===== src/rtl/rd_ptr_ctrl_sync_if.sv =====
// rd_ptr_ctrl_sync_if: signal bundle between the FIFO read-side user and the read pointer controller
interface rd_ptr_ctrl_sync_if #(
  parameter int ADDRSIZE = 4
);
  logic                rd_en;
  logic [ADDRSIZE:0]   wptr_gray_async;
  logic [ADDRSIZE:0]   ae_thresh;
  logic [ADDRSIZE-1:0] rd_addr;
  logic [ADDRSIZE:0]   rptr_gray;
  logic                empty;
  logic                almost_empty;
  logic [ADDRSIZE:0]   rd_level;
  logic                underflow;
  modport master (
    output rd_en, wptr_gray_async, ae_thresh,
    input  rd_addr, rptr_gray, empty, almost_empty, rd_level, underflow
  );
  modport slave (
    input  rd_en, wptr_gray_async, ae_thresh,
    output rd_addr, rptr_gray, empty, almost_empty, rd_level, underflow
  );
endinterface


===== src/rtl/rd_ptr_ctrl_sync.sv =====
// rd_ptr_ctrl_sync: async-FIFO read pointer/empty controller (rclk domain); RD_LEVEL_EN enables rd_level and almost_empty
module rd_ptr_ctrl_sync #(
  parameter int ADDRSIZE    = 4,
  parameter int SYNC_STAGES = 2
) (
  input logic               rclk,
  input logic               rst,
  rd_ptr_ctrl_sync_if.slave bus
);
  localparam int W = ADDRSIZE + 1;
  logic [W-1:0] sync_q [SYNC_STAGES];
  logic [W-1:0] wq, rbin, rgray, next_bin, next_gray;
  logic         empty_q, underflow_q, rd_inc;
  assign wq        = sync_q[SYNC_STAGES-1];
  assign rd_inc    = bus.rd_en & ~empty_q;
  assign next_bin  = rbin + W'(rd_inc);
  assign next_gray = next_bin ^ (next_bin >> 1);
  always_ff @(posedge rclk or posedge rst) begin
    if (rst) begin
      for (int i = 0; i < SYNC_STAGES; i++) sync_q[i] <= '0;
      rbin        <= '0;
      rgray       <= '0;
      empty_q     <= 1'b1;
      underflow_q <= 1'b0;
    end else begin
      sync_q[0] <= bus.wptr_gray_async;
      for (int i = 1; i < SYNC_STAGES; i++) sync_q[i] <= sync_q[i-1];
      rbin        <= next_bin;
      rgray       <= next_gray;
      empty_q     <= next_gray == wq;
      underflow_q <= underflow_q | (bus.rd_en & empty_q);
    end
  end
  assign bus.rd_addr   = rbin[ADDRSIZE-1:0];
  assign bus.rptr_gray = rgray;
  assign bus.empty     = empty_q;
  assign bus.underflow = underflow_q;
`ifdef RD_LEVEL_EN
  logic [W-1:0] wbin, level_next, level_q;
  logic         ae_q;
  for (genvar g = 0; g < W; g++) begin : g_g2b
    assign wbin[g] = ^wq[W-1:g];
  end
  // modular subtraction keeps the level correct across pointer wrap
  assign level_next = wbin - next_bin;
  always_ff @(posedge rclk or posedge rst) begin
    if (rst) begin
      level_q <= '0;
      ae_q    <= 1'b1;
    end else begin
      level_q <= level_next;
      ae_q    <= level_next <= bus.ae_thresh;
    end
  end
  assign bus.rd_level     = level_q;
  assign bus.almost_empty = ae_q;
`else
  logic unused_thresh;
  assign unused_thresh    = ^bus.ae_thresh;
  assign bus.rd_level     = '0;
  assign bus.almost_empty = empty_q;
`endif
endmodule


===== src/flat_wrapper.sv =====
// flat-port wrapper written by rule: the top's interface ports become plain ports
module rd_ptr_ctrl_sync_flat 
#(
  parameter int ADDRSIZE    = 4,
  parameter int SYNC_STAGES = 2
)
  (rclk, rst, bus_rd_en, bus_wptr_gray_async, bus_ae_thresh, bus_rd_addr, bus_rptr_gray, bus_empty, bus_almost_empty, bus_rd_level, bus_underflow);
  rd_ptr_ctrl_sync_if #(.ADDRSIZE(ADDRSIZE)) bus_i ();
  input logic rclk;
  input logic rst;
  input wire logic [$bits(bus_i.rd_en)-1:0] bus_rd_en;
  input wire logic [$bits(bus_i.wptr_gray_async)-1:0] bus_wptr_gray_async;
  input wire logic [$bits(bus_i.ae_thresh)-1:0] bus_ae_thresh;
  output wire logic [$bits(bus_i.rd_addr)-1:0] bus_rd_addr;
  output wire logic [$bits(bus_i.rptr_gray)-1:0] bus_rptr_gray;
  output wire logic [$bits(bus_i.empty)-1:0] bus_empty;
  output wire logic [$bits(bus_i.almost_empty)-1:0] bus_almost_empty;
  output wire logic [$bits(bus_i.rd_level)-1:0] bus_rd_level;
  output wire logic [$bits(bus_i.underflow)-1:0] bus_underflow;
  assign bus_i.rd_en = bus_rd_en;
  assign bus_i.wptr_gray_async = bus_wptr_gray_async;
  assign bus_i.ae_thresh = bus_ae_thresh;
  assign bus_rd_addr = bus_i.rd_addr;
  assign bus_rptr_gray = bus_i.rptr_gray;
  assign bus_empty = bus_i.empty;
  assign bus_almost_empty = bus_i.almost_empty;
  assign bus_rd_level = bus_i.rd_level;
  assign bus_underflow = bus_i.underflow;
  rd_ptr_ctrl_sync #(.ADDRSIZE(ADDRSIZE), .SYNC_STAGES(SYNC_STAGES)) u_core (.rclk(rclk), .rst(rst), .bus(bus_i));
endmodule

===== config.mk =====
export PLATFORM = sky130hd
export DESIGN_NAME = rd_ptr_ctrl_sync_flat
export DESIGN_NICKNAME = d
export VERILOG_FILES = /design/src/rtl/rd_ptr_ctrl_sync_if.sv /design/src/rtl/rd_ptr_ctrl_sync.sv /design/src/flat_wrapper.sv
export SDC_FILE = /design/constraint.sdc
export NUM_CORES = 1
export LEC_CHECK = 0
export ABC_AREA = 1
export CAP_MARGIN = 20
export CORE_ASPECT_RATIO = 1.4
export CORE_MARGIN = 2
export CORE_UTILIZATION = 47
export DETAILED_ROUTE_END_ITERATION = 10
export PLACE_DENSITY_LB_ADDON = 0.25
export SYNTH_ARGS = -nofsm -noshare
export SYNTH_HDL_FRONTEND = slang
export SYNTH_SLANG_ARGS = --single-unit

===== constraint.sdc =====
create_clock -name rclk -period 4.85 [get_ports rclk]
set_input_delay 0.485 -clock rclk [delete_from_list [all_inputs] [get_ports rclk]]
set_output_delay 0.485 -clock rclk [all_outputs]
set_load 0.01 [all_outputs]

; After elaboration in Yosys (flattened, before gate mapping)
; Cells that the tools add are included.
[classes]
add_sub_neg = 1
n_eq_ne = 1
n_bitwise = 5
[ops]
columns = op, count
row1 = $add 5x1->5, 1
row2 = $eq 5x5->1, 1
row3 = $xor 5x4->5, 1
row4 = $and 1x1->1, 2
row5 = $not 1->1, 1
row6 = $or 1x1->1, 1
[word_totals]
register_bits = 22
inputBits = 13
output_inout_bits = 17
elab_cells = 13

; Longest topological paths before layout
[depth]
word_depth = 5
mapped_depth = 13
mapped_depth_nobuf = 13

; Least setup slack after synthesis
; Ideal clock, no wire load.
[synth_timing]
kind = reg2reg
startpoint = register u_core.empty_q, in the netlist u_core.bus.almost_empty
endpoint = register u_core.empty_q, in the netlist u_core.bus.almost_empty
setup_ns = 0.067
arrival_ns = 1.736
required_time_ns = 4.783
setup_slack_ns = 3.047
stages_incl_launch_ff = 11
path_buffers = 0
synth_period_minus_slack_ns = 1.803
cell_sequence = dfstp_2 nor2_1 ha_1 ha_1 xor2_1 nand2_1 nand2_1 nand2_1 nor2_2 nand2_1 nor2_1
[synth_via]
elab_chain_cells = 5
[synth_rtl]
columns = element, line
row1 = start: declaration, rd_ptr_ctrl_sync.sv:13  ; logic empty_q, underflow_q, rd_inc;
row2 = start signal: assignment, rd_ptr_ctrl_sync.sv:30  ; empty_q <= next_gray == wq;
row3 = $not 1->1, rd_ptr_ctrl_sync.sv:15  ; assign rd_inc = bus.rd_en & ~empty_q;
row4 = $and 1x1->1, rd_ptr_ctrl_sync.sv:15
row5 = $add 5x1->5, rd_ptr_ctrl_sync.sv:16  ; assign next_bin = rbin + W'(rd_inc);
row6 = via u_core.next_bin[1], rd_ptr_ctrl_sync.sv:12  ; logic [W-1:0] wq, rbin, rgray, next_bin, next_gray;
row7 = $xor 5x4->5, rd_ptr_ctrl_sync.sv:17  ; assign next_gray = next_bin ^ (next_bin >> 1);
row8 = via u_core.next_gray[0], rd_ptr_ctrl_sync.sv:12
row9 = $eq 5x5->1, rd_ptr_ctrl_sync.sv:30
; The timed path passes the listed nets, and every way through them passes these cells.

; Final worst setup path
[layout_timing]
startpoint = input port bus_rd_en
endpoint = register u_core.empty_q, in the netlist u_core.bus.almost_empty
[layout_via]
elab_chain_cells = 4
[layout_rtl]
columns = element, line
row1 = start: declaration, flat_wrapper.sv:11  ; input wire logic [$bits(bus_i.rd_en)-1:0] bus_rd_en;
row2 = $and 1x1->1, rd_ptr_ctrl_sync.sv:15
row3 = $add 5x1->5, rd_ptr_ctrl_sync.sv:16
row4 = via u_core.next_bin[1], rd_ptr_ctrl_sync.sv:12
row5 = $xor 5x4->5, rd_ptr_ctrl_sync.sv:17
row6 = via u_core.next_gray[0], rd_ptr_ctrl_sync.sv:12
row7 = $eq 5x5->1, rd_ptr_ctrl_sync.sv:30
; The timed path passes the listed nets, and every way through them passes these cells.

==> summary.txt <==
Timing
  • Tmin final: 2.11 ns
  • Hold Slack: about 0.36 ns
  • Final hold viol count: 0
  • Worst slew margin: 51.4%
  • RSZ-0062 raised after global routing: false
  • Fin Clk Skew: 0.00162 ns
  • Final setup TNS: 0 ns
  • Worst-Margin Slew: 0.728 ns
  • Max Clock Freq: between 400 and 500 MHz
  • Final WS setup: between 2 and 3 ns
  • Period utilization: a little over two fifths
  • Final setup fails: 0
  • Fin. max-slew vios: 0

Clocking
  • Root buf cell: clkbuf_4
  • Worst-skew pair later-pin latency: ~0.29 ns
  • CTS clk-pin slew, worst paths: roughly 0.10 ns
  • Clk sinks: 21
  • CTS H-tree lvls: 1
  • CTS Hold Bufs: 0
  • CTS tree: built
  • CTS resizes: 0
  • Post-CTS Setup Repair Bufs: 0
  • Max clock buf depth: 2
  • CTS buffer count: 3

Floorplanning
  • Chip Height: roughly 56 um
  • Initial Util: between 50% and 60%
  • Number of cell rows: 18
  • Die area: around 2300 um2
  • I/O Pins: 30
  • Die width: ~41 um
  • Core Box Area: between 1500 and 2000 um2

Global route
  • First-pass GRT wire length: ~2.3 mm
  • Largest net degree at the start of global routing: 22
  • Initial antenna violation count: 0
  • Vias in the first global route: around 630
  • Grt total ovfl: 0
  • GR Util All Layers: 14.8%

Run status
  • Outcome: finished, final reports clean

Place
  • IO buf count: 19
  • Placer Congestion: ~0.75
  • DP Worst Slack: roughly 2.4 ns
  • HPWL Detailed: roughly 1.1 mm

Finish
  • Area grow syn2layout: 22.7%
  • Share of cells above drive strength 1: roughly 7.8%
  • Sequential cell area: ~530 um2
  • N_diodes: 0
  • Area occupied by multi-input gates: 288 um2
  • Commonest non-fill, non-tap cell in the layout: nand2_1
  • Nets@finish: between 100 and 150
  • Most frequent cells in the layout: nand2_1, dfrtp_1, clkdlybuf4s50_1
  • Fill count: 149
  • Fin util: 61.9%

Route
  • DRC errors left: 0
  • Post-detailed-routing wire length: approximately 1.4 mm
  • Post-DRT Antenna Nets: 0
  • DR pass1 iterations: 4
  • Drt wl/cell: 10.1 um
  • Initial DRC count: 19
  • Average via count per standard cell: about 4.7
  • Via count: 633

Power and ir drop
  • Power per cell area: around 640 nW/um2
  • Combinational fraction of design power: just over 50%
  • Tot Pwr: around 0.0007 W
  • Sw frac: between 30% and 40%
  • Clock network fraction of total power: 11.2%
  • Internal: 0.000427 W
  • Reg power frac: around 38%
  • Net Sw Power: roughly 0.00028 W
  • Leak pwr: 0.559 nW
  • Worst IR Drop VDD: 334 uV

Critical path
  • Worst setup EP type: flip-flop
  • Crit Path Max Fanout: 5
  • Worst r2r src: u_core.bus.almost_empty
  • Worst setup SP type: primary input
  • RR Endpoint: u_core.bus.almost_empty
  • Worst Path Required: 5.08 ns
  • Setup Crit Path Kind: in2reg
  • Worst setup path startpoint: bus_rd_en
  • R2R depth: 10
  • Reg2reg setup slack: 2.84 ns
  • Crit path arrival time: around 2.4 ns

Yosys
  • Netlist cell types: 16
  • Synthesized area per cell: between 9 and 10 um2
  • Synth Register Bits: 21
  • Synthesized area: between 800 and 900 um2
  • Sequential area share after synthesis: between 50% and 60%
  • Post-Synthesis Cells: 95
  • Synth warn: 0

Worst hold path
  • Hold depth: 0
  • Hold_sp: u_core.sync_q[6]
  • Hold/Removal Path Class: reg2reg
  • Min-Delay Endpoint: u_core.wq[1]

Flow run
  • Max-cap violation count: 0
==> cell families after synthesis <==
logic type / synth area share (%)
AND/OR/NAND/NOR: 22.5
flip-flops: 58.7
XOR/XNOR: 3.91
adder cells (fa/ha/maj): 2.79
AO/OA/AOI/OAI: 0.837
other: 0.418
buffers and inverters: 10.9
==> per-layer routing <==
layer	track usage, %	vias to the layer above	share of wire (%)
li1	-	316	-
met1	15.2	303	37
met2	24.1	12	58
met4	10.5	0	1.5
met5	0	-	0
met3	3.20	2	2.7
==> registers in the layout (all words and copies together) (netlist names) <==
signal,cells
u_core.bus.almost_empty,1
u_core.bus.rptr_gray,4
u_core.bus.underflow,1
u_core.rbin,5
u_core.sync_q,5
u_core.wq,5
==> cells in the mapped netlist <==
master | instances | area (um2)
inv_2 | 2 | 7.51
nand2_1 | 31 | 116
ha_1 | 2 | 25.0
conb_1 | 1 | 3.75
dfrtp_1 | 20 | 500
nand4_1 | 4 | 25.0
nor2_1 | 3 | 11.3
inv_1 | 10 | 37.5
buf_4 | 7 | 52.6
xor2_1 | 2 | 17.5
nor2_2 | 1 | 6.26
nand3_1 | 6 | 30.0
nand2_2 | 2 | 12.5
xnor2_1 | 2 | 17.5
dfstp_2 | 1 | 26.3
a21o_1 | 1 | 7.51
==> per-stage QoR <==
stage | instance area (um2) | std cells
global placement | 1070 | 131
global route | 1100 | 135
CTS | 1100 | 135
detailed placement | 1070 | 131
floorplan | 912 | 99
finish | 1100 | 135
==> worst max-delay path, cell delays in order <==
cell and delay, ns:
clkdlybuf4s50_1 0.47, inv_1 0.04, nor2_1 0.08, ha_1 0.23, ha_1 0.34, xor2_1 0.25
nand2_1 0.08, nand2_1 0.07, nand2_1 0.06, nor2_2 0.07, nand2_1 0.06, nor2_1 0.11
==> final cells by class <==
class | instances | area share (%)
Clock buffer | 4 | 2.39
Inverter | 12 | 4.09
Multi-Input combinational cell | 59 | 26.1
Sequential cell | 21 | 47.8
Tap cell | 20 | 2.27
Timing Repair Buffer | 19 | 17.3
==> power by group through the flow <==
stage / Clock [W] / Sequential (W) / Combinational, W
after global placement: 0 / 0.000265 / 0.000344
after detailed placement: 0 / 0.000269 / 0.000360
after floorplan: 0 / 0.000280 / 0.000219
after CTS: 0.0000847 / 0.000265 / 0.000361
final: 0.0000788 / 0.000265 / 0.000359
after global routing: 0.0000947 / 0.000271 / 0.000405
==> worst max-delay path by stage <==
stage / slack [ns] / cells past startpoint / endpoint
after floorplan: 3.05 / 10 / u_core.bus.almost_empty
after global placement: 2.51 / 12 / u_core.bus.almost_empty
after detailed placement: 2.44 / 12 / u_core.bus.almost_empty
after CTS: 2.76 / 12 / u_core.bus.almost_empty
after global routing: 2.62 / 12 / u_core.bus.almost_empty
final: 2.74 / 12 / u_core.bus.almost_empty
Power figures use the tool's default switching activity.
